$ cat src/rtl/triangle_pkg.sv
// rtl/triangle_pkg.sv - shared triangle quadrant encoding and decoder state enum
// Quadrant codes match the generator so decode is an exact inverse of its mapping.
package triangle_pkg;

    localparam logic [1:0] QUAD_RISE_HI = 2'b00;
    localparam logic [1:0] QUAD_FALL_HI = 2'b01;
    localparam logic [1:0] QUAD_FALL_LO = 2'b10;
    localparam logic [1:0] QUAD_RISE_LO = 2'b11;

    typedef enum logic [1:0] {
        EMPTY,
        ACQUIRE,
        TRACK
    } state_t;

    function automatic logic [1:0] quad_of(input logic dir, input logic msb);
        logic [1:0] q;
        case ({dir, msb})
            2'b11:   q = QUAD_RISE_HI;
            2'b01:   q = QUAD_FALL_HI;
            2'b00:   q = QUAD_FALL_LO;
            default: q = QUAD_RISE_LO;
        endcase
        return q;
    endfunction

endpackage

$ cat src/rtl/triangle_quadrant_decode.sv
// rtl/triangle_quadrant_decode.sv - combinational (dir, wave) to phase decode
// Falling quadrants mirror the low field; the raw phase is then scaled to phaseBits.
module triangle_quadrant_decode
    import triangle_pkg::*;
#(
    parameter int phaseBits = 12,
    parameter int waveBits  = 12
) (
    input  logic                 i_dir,
    input  logic [waveBits-1:0]  i_wave,
    output logic [1:0]           o_quad,
    output logic [phaseBits-1:0] o_phase
);
    localparam int RAW_W = waveBits + 1;

    logic [waveBits-2:0] w_low;
    logic [waveBits-2:0] w_low_m;
    logic [RAW_W-1:0]    w_raw;

    assign o_quad  = quad_of(i_dir, i_wave[waveBits-1]);
    assign w_low   = i_wave[waveBits-2:0];
    assign w_low_m = ((o_quad == QUAD_FALL_HI) || (o_quad == QUAD_FALL_LO)) ? ~w_low : w_low;
    assign w_raw   = {o_quad, w_low_m};

    generate
        if (phaseBits >= RAW_W) begin : g_widen
            logic [phaseBits-1:0] w_ext;
            assign w_ext   = phaseBits'(w_raw);
            assign o_phase = w_ext << (phaseBits - RAW_W);
        end else begin : g_narrow
            logic [RAW_W-1:0] w_sh;
            assign w_sh    = w_raw >> (RAW_W - phaseBits);
            assign o_phase = w_sh[phaseBits-1:0];
        end
    endgenerate

endmodule

$ cat src/rtl/triangle_phase_decoder.sv
// rtl/triangle_phase_decoder.sv - recovers phase, slope, lock and period from triangle samples
// One output per accepted sample once slope is known; outputs register one cycle later.
module triangle_phase_decoder
    import triangle_pkg::*;
#(
    parameter int phaseBits  = 12,
    parameter int waveBits   = 12,
    parameter int periodBits = 24,
    parameter int hyst       = 1
) (
    input  logic                  clk,
    input  logic                  rst_n,
    input  logic                  in_valid,
    input  logic [waveBits-1:0]   in_wave,
    output logic                  out_valid,
    output logic [phaseBits-1:0]  out_phase,
    output logic                  out_dir,
    output logic                  locked,
    output logic [periodBits-1:0] period,
    output logic                  period_valid
);
    localparam logic [waveBits-1:0] MID = {1'b1, {(waveBits-1){1'b0}}};
    localparam logic [waveBits-1:0] QTR = {2'b01, {(waveBits-2){1'b0}}};

    state_t                r_state;
    state_t                w_state_nxt;
    logic [waveBits-1:0]   r_prev;
    logic                  r_dir;
    logic [1:0]            r_prev_quad;
    logic [1:0]            r_wraps;
    logic [periodBits-1:0] r_cnt;
    logic                  r_out_valid;
    logic [phaseBits-1:0]  r_out_phase;
    logic                  r_locked;
    logic [periodBits-1:0] r_period;
    logic                  r_period_valid;

    logic [waveBits:0]     w_diff;
    logic [waveBits:0]     w_mag;
    logic [waveBits-1:0]   w_ofs;
    logic                  w_big;
    logic                  w_up;
    logic                  w_near_mid;
    logic                  w_emit;
    logic                  w_flip;
    logic                  w_new_dir;
    logic                  w_reversal;
    logic                  w_wrap;
    logic [1:0]            w_quad;
    logic [phaseBits-1:0]  w_phase;
    logic [periodBits-1:0] w_cnt_inc;

    assign w_diff     = {1'b0, in_wave} - {1'b0, r_prev};
    assign w_mag      = w_diff[waveBits] ? (~w_diff + 1'b1) : w_diff;
    assign w_big      = (w_mag >= (waveBits+1)'(hyst));
    assign w_up       = ~w_diff[waveBits];
    assign w_ofs      = in_wave[waveBits-1] ? (in_wave - MID) : (MID - in_wave);
    assign w_near_mid = (w_ofs < QTR);

    always_comb begin
        w_state_nxt = r_state;
        w_new_dir   = r_dir;
        w_emit      = 1'b0;
        w_flip      = 1'b0;
        if (in_valid) begin
            case (r_state)
                EMPTY: w_state_nxt = ACQUIRE;
                ACQUIRE: begin
                    if (w_big) begin
                        w_state_nxt = TRACK;
                        w_new_dir   = w_up;
                        w_emit      = 1'b1;
                    end
                end
                TRACK: begin
                    w_emit = 1'b1;
                    if (w_big && (w_up != r_dir)) begin
                        w_flip    = 1'b1;
                        w_new_dir = w_up;
                    end
                end
                default: w_state_nxt = EMPTY;
            endcase
        end
    end

    triangle_quadrant_decode #(
        .phaseBits(phaseBits),
        .waveBits (waveBits)
    ) u_quad (
        .i_dir  (w_new_dir),
        .i_wave (in_wave),
        .o_quad (w_quad),
        .o_phase(w_phase)
    );

    // A slope flip away from the peaks cannot come from a clean triangle.
    assign w_reversal = w_flip && w_near_mid;
    assign w_wrap     = (r_state == TRACK) && (r_prev_quad == QUAD_RISE_LO) && (w_quad == QUAD_RISE_HI);
    assign w_cnt_inc  = (&r_cnt) ? r_cnt : r_cnt + 1'b1;

    always_ff @(posedge clk or negedge rst_n) begin
        if (!rst_n) begin
            r_state <= EMPTY;
        end else begin
            r_state <= w_state_nxt;
        end
    end

    always_ff @(posedge clk or negedge rst_n) begin
        if (!rst_n) begin
            r_prev         <= '0;
            r_dir          <= 1'b0;
            r_prev_quad    <= QUAD_RISE_HI;
            r_wraps        <= '0;
            r_cnt          <= '0;
            r_out_valid    <= 1'b0;
            r_out_phase    <= '0;
            r_locked       <= 1'b0;
            r_period       <= '0;
            r_period_valid <= 1'b0;
        end else begin
            r_out_valid    <= w_emit;
            r_period_valid <= 1'b0;
            if (in_valid) begin
                r_prev <= in_wave;
            end
            if (w_emit) begin
                r_dir       <= w_new_dir;
                r_out_phase <= w_phase;
                r_prev_quad <= w_quad;
                if (w_reversal) begin
                    r_locked <= 1'b0;
                    r_wraps  <= '0;
                    r_cnt    <= '0;
                end else if (w_wrap) begin
                    if (r_wraps != 2'd0) begin
                        r_period       <= w_cnt_inc;
                        r_period_valid <= 1'b1;
                        r_locked       <= 1'b1;
                    end
                    if (r_wraps != 2'd2) begin
                        r_wraps <= r_wraps + 2'd1;
                    end
                    r_cnt <= '0;
                end else begin
                    r_cnt <= w_cnt_inc;
                end
            end
        end
    end

    assign out_valid    = r_out_valid;
    assign out_phase    = r_out_phase;
    assign out_dir      = r_dir;
    assign locked       = r_locked;
    assign period       = r_period;
    assign period_valid = r_period_valid;

endmodule
$ cat config.mk
export PLATFORM = sky130hd
export DESIGN_NAME = triangle_phase_decoder
export DESIGN_NICKNAME = d
export VERILOG_FILES = /design/src/rtl/triangle_pkg.sv /design/src/rtl/triangle_quadrant_decode.sv /design/src/rtl/triangle_phase_decoder.sv
export SDC_FILE = /design/constraint.sdc
export NUM_CORES = 1
export LEC_CHECK = 0
export BUFFER_PORTS_ARGS = -buffer_cell sky130_fd_sc_hd__buf_2
export CORE_MARGIN = 2
export CORE_UTILIZATION = 35
export CTS_CLUSTER_SIZE = 8
export DETAILED_ROUTE_END_ITERATION = 10
export MAX_ROUTING_LAYER = met4
export PLACE_DENSITY_LB_ADDON = 0.2
export SLEW_MARGIN = 20
export SYNTH_ARGS = -nofsm -noshare
export SYNTH_HDL_FRONTEND = slang
export SYNTH_SLANG_ARGS = --single-unit
$ cat constraint.sdc
create_clock -name clk -period 5.1 [get_ports clk]
set_input_delay 0.255 -clock clk [delete_from_list [all_inputs] [get_ports clk]]
set_output_delay 0.255 -clock clk [all_outputs]
set_load 0.005 [all_outputs]
[Yosys cells after proc, flatten, opt, wreduce, memory -nomap -nowiden]
Index checks and enable logic that the tools add are counted.
Storage, ports and cells
  register bits after elaboration: 82
  bits of input ports: 15
  output and inout bits: 40
  word-level logic and storage cells: 80
Operators by class
  add/subtract/negate cells: 6
  magnitude comparators: 2
  eq/ne operators: 10
  multiplexer cells: 29
  bitwise logic cells: 5
  reductions and logical operators: 17
Operators by type and width (number)
  2-to-1 mux 24 bit: 3
  adder 24 x 1 -> 24 bit (second input constant): 1
  AND reduction 24 bit: 1
  2-to-1 mux 1 bit: 15
  adder 13 x 1 -> 13 bit (second input constant): 1
  >= comparator 13 x 1 -> 1 bit (second input constant): 1
  2-to-1 mux 13 bit: 1
  inverter 13 bit: 1
  subtractor 12 x 12 -> 13 bit: 1
  less-than comparator 12 x 11 -> 1 bit (second input constant): 1
  2-to-1 mux 12 bit: 1
  case mux 2 bit (3 select lines): 2
  subtractor 12 bit (first input constant): 1
  subtractor 12 bit (second input constant): 1
  2-to-1 mux 11 bit: 1
  inverter 11 bit: 1
  AND reduction 3 bit: 3
  == test 2 bit (second input constant): 4
  2-to-1 mux 2 bit: 4
  nonzero test 2 bit: 4
  == test 2 x 1 -> 1 bit (second input constant): 3
  zero test 2 bit: 3
  logical AND 1 bit: 4
  inequality test 2 bit (second input constant): 2
  other kinds (6): 9

[Depth between registers and ports, before layout]
  depth in word-level cells: 16
  depth in mapped cells: 19
  depth with buffers taken out: 18

[Modules after synthesis]
From an unflattened synthesis, not the netlist that was laid out.
Unflattened totals
  cells, all modules: 542
  area, all modules: 5139.9 um^2
Modules (own cells, without submodules)
  triangle_phase_decoder: times used 1, cells an instance 523, area each 4966.0 um^2
  triangle_quadrant_decode: times used 1, cells an instance 19, area each 173.9 um^2

[Worst setup path before layout]
No wires, ideal clock.
  path kind: register to register
  start: reg r_prev[0]
  end: reg r_period[0], in the netlist period[0]
  library setup time: 127 ps
  arrival: 4364 ps
  setup slack: 608 ps
  cell stages (with the launch flop): 18
  cell sequence: dfrtp_1 -> ha_1 -> fa_1 -> nand2b_1 -> a211o_1 -> a31o_1 -> o21a_1 -> or3_1 -> o31ai_1 -> o22a_1 -> nand2_1 -> mux2i_1 -> o21ai_0 -> ha_1 -> nand4_1 -> nor4_4 -> buf_6 -> mux2_1
On the way
  word-level cells in the longest chain between the ends: 14
RTL lines
  start: declaration: line triangle_phase_decoder.sv:27  | logic [waveBits-1:0] r_prev;
  start signal: assignment: line triangle_phase_decoder.sv:126  | r_prev <= in_wave;
  subtractor 12 x 12 -> 13 bit *: line triangle_phase_decoder.sv:53  | assign w_diff = {1'b0, in_wave} - {1'b0, r_prev};
  inverter 13 bit: line triangle_phase_decoder.sv:54  | assign w_mag = w_diff[waveBits] ? (~w_diff + 1'b1) : w_diff;
  adder 13 x 1 -> 13 bit: line triangle_phase_decoder.sv:54
  2-to-1 mux 13 bit: line triangle_phase_decoder.sv:54
  >= comparator 13 x 1 -> 1 bit: line triangle_phase_decoder.sv:55  | assign w_big = (w_mag >= (waveBits+1)'(hyst));
  logical AND 1 bit: line triangle_phase_decoder.sv:77  | if (w_big && (w_up != r_dir)) begin
  2-to-1 mux 1 bit: line triangle_phase_decoder.sv:77
  case mux 1 bit (2 select lines) *: line triangle_phase_decoder.sv:66  | case (r_state)
  2-to-1 mux 1 bit *: line triangle_phase_decoder.sv:65  | if (in_valid) begin
  via u_quad.i_dir: line triangle_quadrant_decode.sv:9  | input logic i_dir,
  == test 2 x 1 -> 1 bit, or another cell as far along: line triangle_pkg.sv:18  | case ({dir, msb})
  case mux 2 bit (3 select lines) *: line triangle_pkg.sv:18
  zero test 2 bit *: line triangle_phase_decoder.sv:99  | assign w_wrap = (r_state == TRACK) && (r_prev_quad == QUAD_RISE_LO) && (w_quad == QUAD_RISE_HI);
  logical AND 1 bit *: line triangle_phase_decoder.sv:99
  AND reduction 4 bit (no line) *
  end signal: assignment: line triangle_phase_decoder.sv:138  | r_period <= w_cnt_inc;
  end: declaration: line triangle_phase_decoder.sv:35  | logic [periodBits-1:0] r_period;
Mark *: on every way through the listed nets, which the timed path passes. The rest lies on a longest branch.
A chain may end at the register's enable or synchronous reset.

[Worst setup path in the final report]
  start: reg r_prev[0]
  end: reg r_period[17], in the netlist period[17]
Same word-level chain as after synthesis.

==> results summary <==
The flow ran to the end, but the final reports show violations. The final reports fail on hold timing. The library cell used as clock root buffer is sky130_fd_sc_hd__clkbuf_16. For the pin with the worst max-slew slack, the measured transition is between 800 and 900 ps. The die extent in x came out at 124 um. The number of library cell types mapped by synthesis is 63. The final antenna-violating net count came out at 0. The via density per instance came out at ~5.3.

The y dimension of the die is approximately 120 um. Measured against its own limit, the worst slew margin works out to 0.451. The layout filler cell count is approximately 1400. The core area came out at approximately 14000 sq um.

TritonCTS built the clock tree. IR analysis of the VDD net gives a maximum drop of 0.000185 V. The Yosys step of the flow raised 0 warnings. Across the run, the number of max-cap violations was 0. The H-tree was split into 3 levels. The number of hold buffers added after cts came out at 0. After technology mapping, the gate count stands at between 500 and 600. At the end of routability-driven placement, the weighted congestion stood at around 0.84. The post-synthesis async set-or-reset flop share came out at 1.00.

The initial antenna violation count was 0. The remaining routing DRC violations came out at 0. The first routing iteration left between 200 and 300 violations. 55 I/O pins were placed. The area growth from synthesis to layout came out at 16.8%. The sum of negative setup slack is 0 ps. Clock-pin slew was measured on the worst setup and hold paths at around 60 ps. The library cell used most frequently in the layout, excluding fill and tap cells, is sky130_fd_sc_hd__dfrtp_1. The mean instance size in the synthesized netlist is approximately 9.4 sq um.

The power per cell area is between 400 and 500 nW/um^2. The synthesized netlist net count is approximately 570. In the final routed layout, each cell accounts on average for around 15 um. 0 antenna diodes ended up in the layout. The area occupied by multi-input gates came out at around 2800 sq um. The worst setup path is captured at a register. The effective utilization at floorplan came out at 0.359. The setup-violating endpoint count in the final report came out at 0. For this run, the register share of the synthesized area comes to 0.400. The via count of the first global-routing pass is around 4000.

The minimum setup slack among reg-to-reg paths is 380 ps. The number of flops mapped to enable cells by yosys came out at 0. The initialized floorplan defines 43 standard-cell rows.

The area of the die came out at 15300 sq um. The first global-routing pass estimated 20.1 mm of wire. The number of nets at the end of the flow came out at about 630. The min-delay analysis places its worst path in the category input port to async pin. The number of search-and-repair iterations in the first detailed-routing pass is 4. The placed instances occupy a cell area of around 5500 sq um.

The worst setup path is launched from a register. The synthesized area came out at 5000 sq um. The latest clock arrival within the worst-skew pair is ~340 ps. The number of buffers created by CTS is 9. The total count of hold-check failures in the final report is 80. The final clock period utilization by the worst path is 0.926.

The global-route usage over all layers is 0.174. The pin count of the biggest net entering global routing is 81. The highest fanout seen on the critical path came out at 25. In the synthesized netlist the dominant register cell turns out to be sky130_fd_sc_hd__dfrtp_1. The maximum achievable frequency came out at between 200 and 250 MHz. Setup repair after global routing left no endpoint under its margin. The time the worst path needs with I/O delays and setup came out at around 4700 ps. The number of sinks driven by the clock tree came out at 80. With fillers left out, the area of the finished cells amounts to 5840 sq um. The number of register bits inferred by synthesis came out at 80. Leaving out fill and tap cells, the most frequent cells in the layout are sky130_fd_sc_hd__dfrtp_1, sky130_fd_sc_hd__nand2_1, sky130_fd_sc_hd__buf_2. The proportion of layout cells with a drive suffix above 1 came out at 0.177. For this design the static power due to leakage is ~2.8 nW. The residual overflow from global routing is 0. The path type of the worst setup path is register to register. The required time of the critical path is between 5000 and 6000 ps. For the worst setup path, the data arrival time is 4940 ps.

The post-route worst hold slack came out at -39.9 ps. The maximum count of clock buffers along a single path is 2. The count of final max-slew check failures came out at 0. For this block, the via count after detailed routing is slightly above 4000. Input and output buffers added on the ports amount to between 50 and 60.

The final wirelength is around 12 mm. Clock skew on the completed layout was measured at slightly below 10 ps. After legalization and detailed placement, the total HPWL measured 8.80 mm.

The area taken by flip-flops and latches came out at 2000 sq um.
stage by stage:
stage                util  setup slack [ps]  instances  total power (W)
floorplan               -               608        533          0.00140
global placement    0.392               372        753          0.00164
detailed placement  0.392               173        753          0.00166
CTS                 0.416               176        769          0.00240
global route        0.419              65.1        772          0.00257
finish              0.419               375        772          0.00240
state kept, by name, summed over array words and instances (netlist names):
register,count
out_dir,1
out_phase,10
r_prev,12
out_valid,1
locked,1
r_cnt,24
period,24
r_prev_quad,2
period_valid,1
r_state,2
r_wraps,2
worst paths after layout:
check | start | depth (start not counted) | end
max reg2reg | r_prev[0]$_DFFE_PN0P_ | 18 | period[17]$_DFFE_PN0P_
min in group clk | in_wave[5] | 3 | r_prev[5]$_DFFE_PN0P_
max | r_prev[0]$_DFFE_PN0P_ | 18 | period[17]$_DFFE_PN0P_
max in group asynchronous | rst_n | 1 | r_wraps[0]$_DFFE_PN0P_
min reg2reg | period[20]$_DFFE_PN0P_ | 1 | period[20]$_DFFE_PN0P_
min | rst_n | 1 | period[11]$_DFFE_PN0P_
cell type report:
cell class | instances | share of cell area
multi-input cells | 404 | 0.480
flip-flops and latches | 80 | 0.343
repair buffers | 64 | 0.0623
clock buffers | 12 | 0.0456
well taps | 180 | 0.0386
inverters | 28 | 0.0180
clock inverters | 4 | 0.0126
timing repair:
action,in CTS,in global routing
setup buffers,0,3
endpoints found under the setup margin,0,47
hold endpoints to repair,0,0
resized for setup,0,6
per-layer routing:
layer	share of wire	wire length, um	track usage	vias to the layer above
met5	0	0	-	-
met4	0.018	212	0.0689	0
met3	0.025	300	0.0189	14
met2	0.47	5660	0.277	68
met1	0.48	5750	0.227	1970
li1	-	-	-	2041
cell usage after synthesis, types with 3 or more instances:
cell type,number,area [sq um]
sky130_fd_sc_hd__o31ai_1,7,52.6
sky130_fd_sc_hd__nand2_1,69,259
sky130_fd_sc_hd__nor2b_1,3,18.8
sky130_fd_sc_hd__mux2_2,9,101
sky130_fd_sc_hd__mux2i_1,6,60.1
sky130_fd_sc_hd__nand2b_1,7,43.8
sky130_fd_sc_hd__nor3b_1,4,30.0
sky130_fd_sc_hd__clkbuf_1,10,37.5
sky130_fd_sc_hd__o21a_1,6,45.0
sky130_fd_sc_hd__xnor2_1,25,219
sky130_fd_sc_hd__a2bb2oi_1,7,61.3
sky130_fd_sc_hd__or3_1,3,18.8
sky130_fd_sc_hd__o21ai_0,46,230
sky130_fd_sc_hd__inv_1,27,101
sky130_fd_sc_hd__o211ai_1,7,52.6
sky130_fd_sc_hd__buf_2,9,45.0
sky130_fd_sc_hd__nand4_1,3,18.8
sky130_fd_sc_hd__a31oi_1,4,25.0
sky130_fd_sc_hd__xor2_1,10,87.6
sky130_fd_sc_hd__a21o_1,3,22.5
sky130_fd_sc_hd__or2_2,3,18.8
sky130_fd_sc_hd__nor3_1,21,105
sky130_fd_sc_hd__nor2_1,23,86.3
sky130_fd_sc_hd__a22o_1,11,96.3
sky130_fd_sc_hd__a21oi_1,12,60.1
sky130_fd_sc_hd__a211o_1,4,35.0
sky130_fd_sc_hd__and3_1,5,31.3
sky130_fd_sc_hd__o2bb2ai_1,6,52.6
sky130_fd_sc_hd__nor4_1,6,37.5
sky130_fd_sc_hd__ha_1,22,275
sky130_fd_sc_hd__nand3_1,14,70.1
sky130_fd_sc_hd__dfrtp_1,80,2000
sky130_fd_sc_hd__mux2_1,18,203
sky130_fd_sc_hd__or4_1,3,22.5
logic make-up after synthesis:
kind of cell | count (synthesis) | synth area share
buffers and inverters | 49 | 0.0420
AO/OA/AOI/OAI | 139 | 0.195
XOR/XNOR | 35 | 0.0613
flip-flops | 80 | 0.400
multiplexers | 33 | 0.0728
AND/OR/NAND/NOR | 174 | 0.170
adder cells (fa/ha/maj) | 23 | 0.0590
power breakdown:
part / total (W) / leakage (nW) / switching (W) / internal (W)
Combinational: 0.000860 / 1.57 / 0.000498 / 0.000362
Clock: 0.000734 / 0.169 / 0.000264 / 0.000470
Sequential: 0.000801 / 1.02 / 0.0000746 / 0.000726
Total: 0.00240 / 2.76 / 0.000836 / 0.00156
worst max-delay path: stages (launching register included):
cell	delay, ps
sky130_fd_sc_hd__dfrtp_1	380
sky130_fd_sc_hd__ha_1	210
sky130_fd_sc_hd__fa_1	430
sky130_fd_sc_hd__nand2b_1	230
sky130_fd_sc_hd__a211o_1	310
sky130_fd_sc_hd__a31o_1	250
sky130_fd_sc_hd__o21a_1	230
sky130_fd_sc_hd__or3_1	390
sky130_fd_sc_hd__o31ai_1	110
sky130_fd_sc_hd__o22a_1	240
sky130_fd_sc_hd__nand2_1	140
sky130_fd_sc_hd__mux2i_1	180
sky130_fd_sc_hd__o21ai_1	200
sky130_fd_sc_hd__ha_1	170
sky130_fd_sc_hd__nand4_1	90
sky130_fd_sc_hd__buf_4	180
sky130_fd_sc_hd__nor4_4	250
sky130_fd_sc_hd__buf_12	230
sky130_fd_sc_hd__mux2_2	360
No activity file was read; power rests on OpenSTA's default activity.
